--- config.mk ---
export PLATFORM = sky130hd
export DESIGN_NAME = ro_sample_ctrl
export DESIGN_NICKNAME = d
export VERILOG_FILES = /design/src/rtl/ro_sample_ctrl.sv
export SDC_FILE = /design/constraint.sdc
export NUM_CORES = 1
export LEC_CHECK = 0
export BUFFER_PORTS_ARGS = -buffer_cell sky130_fd_sc_hd__clkbuf_2
export CAP_MARGIN = 30
export CORE_ASPECT_RATIO = 1.1
export CORE_MARGIN = 2
export CORE_UTILIZATION = 40
export CTS_BUF_LIST = sky130_fd_sc_hd__clkbuf_8
export DETAILED_ROUTE_END_ITERATION = 10
export PLACE_DENSITY = 0.59
export SYNTH_ARGS = -nofsm -noshare
export SYNTH_HDL_FRONTEND = slang
export SYNTH_SLANG_ARGS = --single-unit
--- constraint.sdc ---
create_clock -name clk -period 25.8 [get_ports clk]
set_input_delay 2.58 -clock clk [delete_from_list [all_inputs] [get_ports clk]]
set_output_delay 2.58 -clock clk [all_outputs]
set_load 0.02 [all_outputs]
--- src/rtl/ro_sample_ctrl.sv ---
// Sequencer between the RO counter bank / adder tree and the absorption FIFO:
// clears counters, runs back-to-back windows, snaps, and writes delayed tree sums.
module ro_sample_ctrl #(
  parameter int ADD_WIDTH        = 19,
  parameter int FIFO_WIDTH       = 20,
  parameter int NUM_SAMPLE_WIDTH = 64,
  parameter int PIPELINE_LATENCY = 5
) (
  input  logic                        clk,
  input  logic                        rst,
  input  logic                        go,
  input  logic                        stop,
  input  logic [NUM_SAMPLE_WIDTH:0]   num_samples,
  input  logic [NUM_SAMPLE_WIDTH:0]   collect_cycles,
  input  logic [ADD_WIDTH-1:0]        ro_sum,
  input  logic                        fifo_full,
  output logic                        ro_clr,
  output logic                        ro_en,
  output logic                        ro_snap,
  output logic                        fifo_wr_en,
  output logic [FIFO_WIDTH-1:0]       fifo_wr_data,
  output logic                        busy,
  output logic                        done,
  output logic                        overflow,
  output logic [NUM_SAMPLE_WIDTH:0]   samples_written
);

  localparam int CW = NUM_SAMPLE_WIDTH + 1;
  localparam logic [CW-1:0] ONE = CW'(1);

  typedef enum logic [2:0] {
    S_IDLE    = 3'd0,
    S_CLEAR   = 3'd1,
    S_COLLECT = 3'd2,
    S_DRAIN   = 3'd3,
    S_DONE    = 3'd4
  } state_t;

  state_t                  state_q, state_d;
  logic [CW-1:0]           num_q, num_d;
  logic [CW-1:0]           win_last_q, win_last_d;
  logic [CW-1:0]           win_q, win_d;
  logic [CW-1:0]           issued_q, issued_d;
  logic [CW-1:0]           issued_inc;
  logic [CW-1:0]           sw_q, sw_d;
  logic                    ovf_q, ovf_d;
  logic [PIPELINE_LATENCY-1:0] dl_q;
  logic                    sum_vld;
  logic                    pend_q;
  logic [FIFO_WIDTH-1:0]   sum_fit;
  logic [FIFO_WIDTH-1:0]   sum_q;
  logic [FIFO_WIDTH-1:0]   last_q;
  logic                    start;

  assign issued_inc = issued_q + ONE;
  assign sum_vld    = dl_q[PIPELINE_LATENCY-1];
  assign start      = go && ((state_q == S_IDLE) || (state_q == S_DONE));

  // Narrow FIFOs saturate rather than wrap so an oversized sum reads as "max".
  generate
    if (FIFO_WIDTH > ADD_WIDTH) begin : g_zext
      assign sum_fit = {{(FIFO_WIDTH-ADD_WIDTH){1'b0}}, ro_sum};
    end else if (FIFO_WIDTH == ADD_WIDTH) begin : g_same
      assign sum_fit = ro_sum;
    end else begin : g_sat
      assign sum_fit = (|ro_sum[ADD_WIDTH-1:FIFO_WIDTH]) ? {FIFO_WIDTH{1'b1}}
                                                        : ro_sum[FIFO_WIDTH-1:0];
    end
  endgenerate

  always_comb begin
    state_d    = state_q;
    num_d      = num_q;
    win_last_d = win_last_q;
    win_d      = win_q;
    issued_d   = issued_q;
    ro_clr     = 1'b0;
    ro_en      = 1'b0;
    ro_snap    = 1'b0;
    case (state_q)
      S_IDLE, S_DONE: begin
        if (go) begin
          num_d      = num_samples;
          win_last_d = (collect_cycles == '0) ? '0 : (collect_cycles - ONE);
          win_d      = '0;
          issued_d   = '0;
          state_d    = (num_samples == '0) ? S_DONE : S_CLEAR;
        end
      end
      S_CLEAR: begin
        ro_clr  = 1'b1;
        state_d = stop ? S_DRAIN : S_COLLECT;
      end
      S_COLLECT: begin
        ro_en = 1'b1;
        // A stop on what would be the last window cycle also suppresses that snap.
        if (stop) begin
          state_d = S_DRAIN;
        end else if (win_q == win_last_q) begin
          ro_snap  = 1'b1;
          win_d    = '0;
          issued_d = issued_inc;
          if (issued_inc == num_q) state_d = S_DRAIN;
        end else begin
          win_d = win_q + ONE;
        end
      end
      S_DRAIN: begin
        // The sample leaving the delay line this cycle is written next cycle,
        // so an empty line here means the last write is in progress now.
        if (dl_q == '0) state_d = S_DONE;
      end
      default: state_d = S_IDLE;
    endcase
  end

  assign fifo_wr_en      = pend_q && !fifo_full;
  assign fifo_wr_data    = fifo_wr_en ? sum_q : last_q;
  assign busy            = (state_q == S_CLEAR) || (state_q == S_COLLECT) || (state_q == S_DRAIN);
  assign done            = (state_q == S_DONE);
  assign overflow        = ovf_q;
  assign samples_written = sw_q;

  always_comb begin
    sw_d  = sw_q;
    ovf_d = ovf_q;
    if (start) begin
      sw_d  = '0;
      ovf_d = 1'b0;
    end else if (pend_q) begin
      if (fifo_full) ovf_d = 1'b1;
      else           sw_d  = sw_q + ONE;
    end
  end

  always_ff @(posedge clk or posedge rst) begin
    if (rst) begin
      state_q    <= S_IDLE;
      num_q      <= '0;
      win_last_q <= '0;
      win_q      <= '0;
      issued_q   <= '0;
      sw_q       <= '0;
      ovf_q      <= 1'b0;
    end else begin
      state_q    <= state_d;
      num_q      <= num_d;
      win_last_q <= win_last_d;
      win_q      <= win_d;
      issued_q   <= issued_d;
      sw_q       <= sw_d;
      ovf_q      <= ovf_d;
    end
  end

  always_ff @(posedge clk or posedge rst) begin
    if (rst) begin
      dl_q   <= '0;
      pend_q <= 1'b0;
      sum_q  <= '0;
      last_q <= '0;
    end else begin
      dl_q[0] <= ro_snap;
      for (int i = 1; i < PIPELINE_LATENCY; i++) begin
        dl_q[i] <= dl_q[i-1];
      end
      pend_q <= sum_vld;
      if (sum_vld)    sum_q  <= sum_fit;
      if (fifo_wr_en) last_q <= sum_q;
    end
  end

endmodule

# [Yosys cells after proc, flatten, opt, wreduce, memory -nomap -nowiden]
# Cells that the tools add are included.
# Widths: inputs -> output; s select.
[op_classes] n_addsub=4 multipliers=0 div_mod_pow=0 magnitude_cmp=0 n_eq_ne=13 shifts=0 n_mux=28 bitwise=0 n_reduce_logical=20
[op_table] cell="$mux 65" n=9
[op_table] cell="$pmux 65 s2" n=2
[op_table] cell="$add 65x1->65 const B" n=3
[op_table] cell="$eq 65x65->1" n=2
[op_table] cell="$logic_not 65->1" n=2
[op_table] cell="$sub 65x1->65 const B" n=1
[op_table] cell="$mux 20" n=1
[op_table] cell="$mux 3" n=6
[op_table] cell="$pmux 3 s4" n=1
[op_table] cell="$mux 1" n=9
[op_table] cell="$ne 2x2->1 const B" n=4
[op_table] cell="$reduce_and 4->1" n=2
[op_table] cell="$eq 3x2->1 const B" n=2
[op_table] cell="$ne 3x3->1 const B" n=2
[op_table] cell="$reduce_and 2->1" n=3
[op_table] cell="$reduce_bool 2->1" n=3
[op_table] cell="$logic_not 5->1" n=1
[op_table] cell="$eq 3x1->1 const B" n=1
[op_table] cell="$eq 3x3->1 const B" n=1
[op_table] cell="$logic_not 3->1" n=1
[op_table] cell="$logic_or 1x1->1" n=3
[op_table] cell="$reduce_and 3->1" n=1
[op_table] cell="$logic_and 1x1->1" n=2
[op_table] cell="$ne 2x1->1 const B" n=1
[op_table] cell="2 further kinds" n=2
[totals] ff_bits=374 latchBits=0 ramBits=0 mem_bits_ro=0 input_bits=154 n_memories=0

# [Logic depth before layout (Yosys ltp)]
# Gate-level depths: netlist of the first run.
[logic_depth] ltp_word=6 depth_mapped=13 mapped_depth_nobuf=11

# [Worst setup path after synthesis of the first run]
# OpenSTA, ideal clock, no wires.
[synth_path] kind="input to output" start="input fifo_full" end="output fifo_wr_data[13]" t_arrival_ns=3.776 path_slack_ns=19.444 path_stages=4 path_buffers=2 cell_sequence="nor2b_1 -> buf_2 -> buf_1 -> mux2_2"
[synth_via] elab_chain_cells=3
[synth_rtl] item="from (decl)" line_no="16" text="input logic fifo_full,"
[synth_rtl] item="$logic_not 1->1" line_no="117" text="assign fifo_wr_en = pend_q && !fifo_full;"
[synth_rtl] item="$logic_and 1x1->1" line_no="117"
[synth_rtl] item="named net fifo_wr_en" line_no="20" text="output logic fifo_wr_en,"
[synth_rtl] item="$mux 20"
[synth_rtl] item="to (decl)" line_no="21" text="output logic [FIFO_WIDTH-1:0] fifo_wr_data,"
# The timed path passes the listed nets, and every way through them passes these cells.

# [Final worst setup path of the first run]
[layout_path] start="input fifo_full" end="output fifo_wr_data[13]"
[layout_via] elab_chain_cells=3
[layout_rtl] item="$logic_not 1->1" line_no="117"
[layout_rtl] item="$logic_and 1x1->1" line_no="117"
[layout_rtl] item="$mux 20"
# Every way passes these cells.

==> flow_summary.yaml, run 1 <==
outcome:
  status: "complete, no violations"
worst_setup_path:
  reg2reg_slack_ns: 21.88
  r2r_end: "state_q[0]"
  worstPathArrival_ns: 3.79
  worstPathRequired_ns: 23.22
  crit_type: "in -> out"
  cp-end-kind: "primary output"
  rr_worst_depth: 10
  path_max_fanout: 21
  timing.rr.start: "issued_q[0]"
  start_kind: "input port"
synthesis:
  async_flop_share_pct: 100
  yosysSeqAreaShare_pct: 45.1
  syn_nets: 2459
  ys.warnings.count: 0
  synth_top_area_share_pct: 45.1
  syn_area_mm2: 0.0207
  synth_area_leaders: "dfrtp_1, xnor2_1, nand2_1"
  synth_edf_count: 0
  yosysUniqueCellTypes: 74
  synth_top_area_cell: "dfrtp_1"
  synth_area_per_cell_um2: 9.01
  synth_flop_cell: "dfrtp_1"
  synth-seq-cells: 374
  syn_inst: 2301
grt:
  grt_max_degree: 182
  grt_overflow: 0
  grt_pass1_wl_mm: 98.6
  grt_antenna_before_repair: 3
  grt_pass1_vias: 17500
  grt_usage_pct: 23.0
finish:
  drive_gt1_share_pct: 17.7
  nets: 2687
  syn2layout_area_growth_pct: 15.4
  instances_no_fill: 3242
  fin_util_pct: 46.7
  fill_cells: 4970
routing:
  ant_nets: 0
  drt_iter0_drc: 1599
  routed_wl_mm: 61.8
  drc: 0
  vias: 17800
  wl_per_cell_um: 19.1
  avgViaCountPerCell: 5.49
  first_pass_iters: 5
floorplan:
  ios: 246
  die_area_mm2: 0.0537
  fp.dieW_um: 221
  coreArea_mm2: 0.0513
  start_util_pct: 40.5
  rows: 87
  die_h_um: 243
place:
  dp_hpwl_mm: 44.6
  routabilityCongestion: 0.904
  io_buffer_count: 245
  placedCellCount: 3125
sta:
  min_period_ns: 6.37
  max-slew-margin-rel_pct: 26.8
  rsz0062_at_grt: "false"
  worst-slew-pin-transition_ns: 1.10
  setup_violations: 0
  final-hold-violation-count: 0
  slew_violations: 0
  finClkSkew_ns: 0.0487
  fmax_mhz: 157
  fin_crit_sh_pct: 24.7
  tns_ns: 0
clock_tree:
  cts_hold_buf: 0
  cts_tree: "done"
  cts-root-buf: "clkbuf_8"
  clkTransAtPathRegs_ns: 0.05
  cts.sinks: 374
  post-cts-setup-buffers: 0
  clk_path_buf_depth: 3
  cts_resized: 0
  cts-htree-levels: 3
  numCtsBuffers: 67
  clkLatencyLatePin_ns: 0.65
power:
  vdd_ir_drop_max_uv: 51.4
  power.static_leakage_nw: 10.5
  powerDensity_mw_per_mm2: 78.9
hold_path:
  hp-start: "dl_q[2]"
  hp-class: "reg -> reg"
  holdPathEnd: "dl_q[3]"
  holdPathStages: 0
flow_run:
  max_cap_violations: 0
-- critical path, cell delays in order --
cell and delay (ns):
clkbuf_2 0.10, nor2b_2 0.36, buf_16 0.21, mux2_2 0.37
clkbuf_2 0.16
-- metrics by stage --
stage                     total power (W)  setup slack, ns  area, µm²  hold WS, ns
after floorplan                   0.00115            12.83      20700        0.346
after global placement            0.00134            19.06      22600        0.353
after detailed placement          0.00135            19.42      22600        0.359
after CTS                         0.00191            19.42      23900        0.372
after global routing              0.00201            19.36      23900        0.383
final                             0.00189            19.43      23900        0.369
-- cell families after synthesis --
kind of cell	Yosys count	synth area share, %
AND/OR/NAND/NOR	1088	26.2
XOR/XNOR	320	13.5
flip-flops	374	45.1
multiplexers	44	2.36
buffers and inverters	145	2.82
adder cells (fa/ha/maj)	5	0.290
AO/OA/AOI/OAI	325	9.65
-- synthesized netlist by cell type (19+ instances only) --
| cell | number |
|---|---|
| a21oi_1 | 46 |
| and2_1 | 27 |
| and3_1 | 39 |
| clkbuf_1 | 83 |
| dfrtp_1 | 374 |
| inv_1 | 32 |
| mux2_2 | 39 |
| nand2_1 | 382 |
| nand3_1 | 76 |
| nand4_1 | 87 |
| nor2_1 | 220 |
| nor3_1 | 56 |
| nor4_1 | 53 |
| o21ai_0 | 133 |
| o31ai_1 | 75 |
| or3_1 | 34 |
| or4_1 | 19 |
| xnor2_1 | 190 |
| xor2_1 | 130 |
-- layout by cell type, fill, tap and decap left out, types with 45 or more instances in the layout --
| master | n |
|---|---|
| o31ai_1 | 75 |
| nor4_1 | 52 |
| o21ai_0 | 133 |
| nand2_1 | 381 |
| nand4_1 | 87 |
| nand3_1 | 76 |
| nor2_1 | 220 |
| clkbuf_2 | 245 |
| clkbuf_8 | 83 |
| xor2_1 | 130 |
| xnor2_1 | 190 |
| a21oi_1 | 45 |
| nor3_1 | 56 |
| inv_1 | 47 |
| dfrtp_1 | 374 |
-- how the worst max path moves through the flow --
| stage | slack (ns) | startpoint | end |
|---|---|---|---|
| 6_report | 19.43 | fifo_full | fifo_wr_data[13] |
| 5_1_grt | 19.36 | fifo_full | fifo_wr_data[13] |
| 4_1_cts | 19.42 | fifo_full | fifo_wr_data[13] |
| 3_5_place_dp | 19.42 | fifo_full | fifo_wr_data[13] |
| 3_3_place_gp | 19.06 | fifo_full | fifo_wr_data[13] |
| 2_1_floorplan | 12.83 | rst | dl_q[0] |
-- area by class of cell --
type                    count  area (µm²)  area share [%]
diodes                      2        5.00          0.0209
clock buffers              83        1140            4.77
clock inverters            30         169           0.705
inverters                  32         128           0.533
multi-input cells        1782       10800            45.2
flip-flops and latches    374        9360            39.1
well taps                 667         835            3.49
repair buffers            272        1480            6.18
-- power breakdown --
group          internal [W]  leakage [nW]  switching (W)
sequential         0.000699          4.97       0.000113
clock              0.000300         0.745       0.000254
combinational      0.000200          4.77       0.000323
total               0.00120          10.5       0.000691
-- per-layer routing --
layer / up-vias / global-route usage, % / wire (µm)
li1: 8501 / - / -
met5: - / 0 / 8
met2: 510 / 36.8 / 28900
met3: 98 / 4.73 / 3870
met1: 8697 / 30.5 / 27100
met4: 2 / 8.94 / 1860
-- registers in the layout, summed over array words and instances, names as in the netlist --
signal           cells
sum_q               19
overflow             1
win_q               65
pend_q               1
state_q              3
win_last_q          65
samples_written     65
dl_q                 5
num_q               65
last_q              20
issued_q            65
Note: power is estimated with default switching activity, not from simulation.
==> run 2: changes to the inputs <==
Clock period 25.8 ns to 6.5 ns, I/O delays scaled along.
==> flow_summary.yaml, run 2 (synthesis gave the netlist of run 1 again) <==
flow_run:
  max_cap_violations: 0
sta:
  slew_violations: 0
  rsz0062_at_grt: "false"
  tns_ns: 0
  hold_slack_ns: 0.208
  worst-slew-pin-transition_ns: 1.07
  min_period_ns: 3.73
  finClkSkew_ns: 0.0169
  fin_crit_sh_pct: 57.4
  final-hold-violation-count: 0
  max-slew-margin-rel_pct: 28.0
  setup_violations: 0
  fmax_mhz: 268
worst_setup_path:
  worstPathRequired_ns: 5.85
  timing.rr.start: "samples_written[0]"
  r2r_end: "samples_written[52]"
  worstPathArrival_ns: 3.08
  path_max_fanout: 7
  start_kind: "flop"
  cp-end-kind: "primary output"
  reg2reg_slack_ns: 2.85
  rr_worst_depth: 10
  crit_type: "reg -> out"
floorplan:
  coreArea_mm2: 0.0513
  die_area_mm2: 0.0537
  fp.dieW_um: 221
  start_util_pct: 40.5
  ios: 246
  die_h_um: 243
  rows: 87
power:
  p_clk_share_pct: 31.1
  powerDensity_mw_per_mm2: 320
  power.static_leakage_nw: 10.5
  p_comb_share_pct: 27.0
  p_switching_w: 0.00278
  vdd_ir_drop_max_uv: 173
  p_seq_share_pct: 41.9
  p_int_w: 0.00492
  p_sw_share_pct: 36.1
clock_tree:
  cts.sinks: 374
  cts_tree: "done"
  cts-htree-levels: 3
  cts_hold_buf: 0
  cts_resized: 0
  clkLatencyLatePin_ns: 0.65
  post-cts-setup-buffers: 0
  clk_path_buf_depth: 3
  clkTransAtPathRegs_ns: 0.06
  cts-root-buf: "clkbuf_8"
  numCtsBuffers: 69
grt:
  top_usage_layer: "met2"
  grt_pass1_vias: 17700
  grtUsageMet2_pct: 36.5
  grt_antenna_before_repair: 4
  grt_max_degree: 171
  grt_pass1_wl_mm: 98.6
  met3_usage_pct: 4.16
  grt_usage_pct: 22.9
  grtUsageMet1_pct: 30.3
  grt_overflow: 0
outcome:
  status: "complete, no violations"
finish:
  nets: 2688
  drive_gt1_share_pct: 17.8
  regArea_mm2: 0.00936
  final_common_cell: "nand2_1"
  fill_cells: 4953
  mostFrequentLayoutCells: "nand2_1, dfrtp_1, clkbuf_2"
  syn2layout_area_growth_pct: 15.9
  multiInputGateArea_mm2: 0.0108
routing:
  drc: 0
  vias: 17900
  avgViaCountPerCell: 5.52
  drt_iter0_drc: 1476
  wl_per_cell_um: 19.0
  routed_wl_mm: 61.8
  first_pass_iters: 5
  ant_nets: 0
hold_path:
  holdPathStages: 3
  hp-start: "num_samples[30]"
  holdPathEnd: "num_q[30]"
  hp-class: "in -> reg"
place:
  io_buffer_count: 245
  dp_hpwl_mm: 44.5
  routabilityCongestion: 0.883
[run 2: cell count changes in the layout (fill, tap and decap cells not counted)]
cell	change
clkbuf_8	+6
clkinv_2	-4
buf_16	-2
bufinv_16	+2
inv_6	-2
buf_12	+1
buf_2	+1
buf_4	-1
clkinv_8	+1
clkinvlp_4	+1
inv_1	-1
inv_8	+1
[run 2: worst max path at each step]
stage,to,from,slack (ns),cells past startpoint
after floorplan,dl_q[0],rst,0.83,1
after global placement,win_last_q[55],collect_cycles[5],2.16,9
after detailed placement,win_last_q[55],collect_cycles[5],2.14,9
after CTS,ro_snap,win_q[45],2.74,7
after global routing,samples_written[52],samples_written[0],2.41,10
final,ro_snap,win_q[28],2.77,7
[run 2: power groups by stage]
stage	registers, W	logic (W)	clock network, W
4_1_cts	0.00323	0.00208	0.00246
6_report	0.00323	0.00208	0.00239
3_3_place_gp	0.00325	0.00205	0
2_1_floorplan	0.00308	0.00150	0
3_5_place_dp	0.00326	0.00207	0
5_1_grt	0.00327	0.00231	0.00257
[run 2: layer usage]
layer / routed length [µm] / part of all wire (%)
met1: 27300 / 44
met5: 0 / 0
met3: 3570 / 5.8
met2: 28500 / 46
met4: 2440 / 4.0
[run 2: cell type report]
cell class                 count  area share [%]
tap                          667            3.47
antenna                        2          0.0208
sequential                   374            38.9
clock buffer                  89            5.09
inverter                      32           0.515
clock inverter                28           0.942
timing repair buffer         271            6.00
multi-input combinational   1782            45.0
[run 2: per-stage QoR]
| stage | worst slack [ns] | area, µm² | util [%] | cells | total power (W) |
|---|---|---|---|---|---|
| 2_1_floorplan | 0.828 | 20700 | - | 2301 | 0.00458 |
| 3_3_place_gp | 2.16 | 22600 | 44.0 | 3124 | 0.00530 |
| 3_5_place_dp | 2.14 | 22600 | 44.0 | 3125 | 0.00534 |
| 4_1_cts | 2.74 | 24000 | 46.9 | 3242 | 0.00777 |
| 5_1_grt | 2.41 | 24000 | 46.9 | 3245 | 0.00815 |
| 6_report | 2.77 | 24000 | 46.9 | 3245 | 0.00769 |
[run 2: worst max-delay path, cell delays in order (launching register included)]
cell and delay (ns):
dfrtp_1 0.43, xnor2_1 0.34, nand4_1 0.19, nor4_1 0.32, nand3_1 0.18, or2_2 0.41, nor3_1 0.30, clkbuf_2 0.26
==> run 3: changes to the inputs <==
Settings changed: ABC_AREA set to 1.
Clock period 6.5 ns to 3.6 ns, I/O delays scaled along.
==> flow_summary.yaml, run 3 <==
worst_setup_path:
  worstPathArrival_ns: 2.83
  crit_type: "reg -> out"
  start_kind: "flop"
  cp-end-kind: "primary output"
  path_max_fanout: 5
  worstPathRequired_ns: 3.24
synthesis:
  yosysMostFrequentCell: "nand2_1"
  synth_edf_count: 0
  yosysUniqueCellTypes: 56
  async_flop_share_pct: 100
  syn_inst: 3142
  yosysSeqAreaShare_pct: 41.3
  synth-seq-cells: 374
  synthTopCellsByCount: "nand2_1, nor2_1, inv_1, dfrtp_1, o21ai_0"
  synth_area_per_cell_um2: 7.21
  syn_area_mm2: 0.0226
  synth_top_area_cell: "dfrtp_1"
  synth_area_leaders: "dfrtp_1, nand2_1, nor2_1"
  synth_flop_cell: "dfrtp_1"
  ys.warnings.count: 0
  syn_nets: 3300
  synth_top_area_share_pct: 41.3
floorplan:
  fp.dieW_um: 231
  rows: 91
  die_h_um: 254
  ios: 246
  coreArea_mm2: 0.0560
  start_util_pct: 40.4
  die_area_mm2: 0.0585
clock_tree:
  cts-htree-levels: 3
  numCtsBuffers: 70
  clkLatencyLatePin_ns: 0.66
  clk_path_buf_depth: 3
  clkTransAtPathRegs_ns: 0.06
  cts.sinks: 374
  cts_tree: "done"
  post-cts-setup-buffers: 0
  cts-root-buf: "clkbuf_8"
sta:
  min_period_ns: 3.19
  max-slew-margin-rel_pct: 33.4
  fin_ws_ns: 0.414
  finClkSkew_ns: 0.0399
  setup_violations: 0
  fmax_mhz: 314
  final-hold-violation-count: 0
  rsz0062_at_grt: "false"
  worst-slew-pin-transition_ns: 1.00
  slew_violations: 0
  fin_crit_sh_pct: 88.5
grt:
  grt_usage_pct: 24.8
  grt_max_degree: 144
  grt_overflow: 0
  grt_pass1_vias: 21400
  grt_antenna_before_repair: 4
  grt_pass1_wl_mm: 114
finish:
  syn2layout_area_growth_pct: 19.3
  mostFrequentLayoutCells: "nand2_1, inv_1, nor2_1"
  fill_cells: 5853
  final_common_cell: "nand2_1"
  nets: 3659
  final_area_mm2: 0.0270
  drive_gt1_share_pct: 13.0
routing:
  vias: 21800
  first_pass_iters: 8
  avgViaCountPerCell: 5.07
  ant_nets: 0
  drt_iter0_drc: 1454
  routed_wl_mm: 72.2
  drc: 0
  wl_per_cell_um: 16.8
power:
  p_seq_share_pct: 41.8
  powerDensity_mw_per_mm2: 492
  p_switching_w: 0.00498
  power.static_leakage_nw: 12.2
  vdd_ir_drop_max_uv: 399
  p_comb_share_pct: 28.6
  p_clk_share_pct: 29.6
  p_sw_share_pct: 37.5
  p_int_w: 0.00831
flow_run:
  max_cap_violations: 0
place:
  dp_hpwl_mm: 53.9
  routabilityCongestion: 0.945
  dp_slack_ns: 0.684
  dpl_cell_area_mm2: 0.0248
  io_buffer_count: 245
hold_path:
  hp-class: "in -> reg"
outcome:
  status: "complete, no violations"
-- run 3: changes by cell type in the layout (fill, tap and decap cells not counted), sizes merged, moves of 92 or more --
cell / before / now
o21ai: 149 / 268
inv: 49 / 432
dlygate4sd3: 0 / 92
xnor2: 190 / 59
nand2: 382 / 818
nor2: 221 / 447
nand3: 78 / 199
-- run 3: cell families after synthesis --
family	after synthesis	synth area share, %
AO/OA/AOI/OAI	412	9.88
XOR/XNOR	175	7.42
adder cells (fa/ha/maj)	4	0.221
buffers and inverters	481	8.02
flip-flops	374	41.3
AND/OR/NAND/NOR	1696	33.1
-- run 3: cell type report --
class                           count  area, µm²  area share [%]
Multi-Input combinational cell   2287      11500            42.5
Clock inverter                     33        146           0.542
Antenna cell                        2       5.00          0.0185
Timing Repair Buffer              362       2440            9.05
Inverter                          406       1530            5.66
Sequential cell                   374       9360            34.6
Clock buffer                       82       1130            4.18
Tap cell                          744        931            3.45
-- run 3: layer usage --
layer	track usage (%)	part of all wire [%]	up-vias
li1	-	-	10900
met2	41.4	48	593
met1	31.3	43	10100
met3	4.03	5.5	151
met4	11.6	4.1	2
met5	0	0.018	-
-- run 3: power by group through the flow --
| stage | logic (W) | clock network [W] | registers (W) |
|---|---|---|---|
| after CTS | 0.00385 | 0.00405 | 0.00556 |
| after detailed placement | 0.00376 | 0 | 0.00562 |
| after global placement | 0.00372 | 0 | 0.00562 |
| after floorplan | 0.00260 | 0 | 0.00543 |
| after global routing | 0.00429 | 0.00425 | 0.00565 |
| final | 0.00380 | 0.00393 | 0.00556 |
-- run 3: what timing repair did --
| item | 4_1_cts | 5_1_grt |
|---|---|---|
| hold endpoints to repair | 109 | 0 |
| hold buffers | 92 | 0 |
| resized for setup | 0 | 0 |
-- run 3: final timing paths --
check                           cells after the start             endpoint               start  slack (ns)
worst min register to register                      0              dl_q[2]             dl_q[1]        0.37
min in group asynchronous                           3  samples_written[32]                 rst        0.43
max in group asynchronous                           4        win_last_q[0]                 rst        2.31
worst max-delay path                                7              ro_snap           win_q[51]        0.41
worst max register to register                     13            win_q[46]            win_q[0]        0.75
worst min-delay path                                3       win_last_q[44]  collect_cycles[44]        0.05
-- run 3: critical path: stages (launching register included) --
cell and delay [ns]:
dfrtp_1 0.44, xor2_1 0.18, nor4_1 0.44, nand2_1 0.10, nor2_1 0.26, nand3_1 0.18, nor2_1 0.33, clkbuf_2 0.24
-- run 3: per-stage QoR --
stage | instances | utilization, % | total power, W | hold WS (ns) | setup TNS, ns
3_5_place_dp | 4081 | 44.3 | 0.00938 | 0.354 | 0
3_3_place_gp | 4080 | 44.3 | 0.00934 | 0.354 | 0
5_1_grt | 4290 | 48.2 | 0.0142 | 0.0291 | 0
6_report | 4290 | 48.2 | 0.0133 | 0.0454 | 0
2_1_floorplan | 3142 | - | 0.00803 | 0.346 | -666.51
4_1_cts | 4288 | 48.2 | 0.0135 | 0.000438 | 0
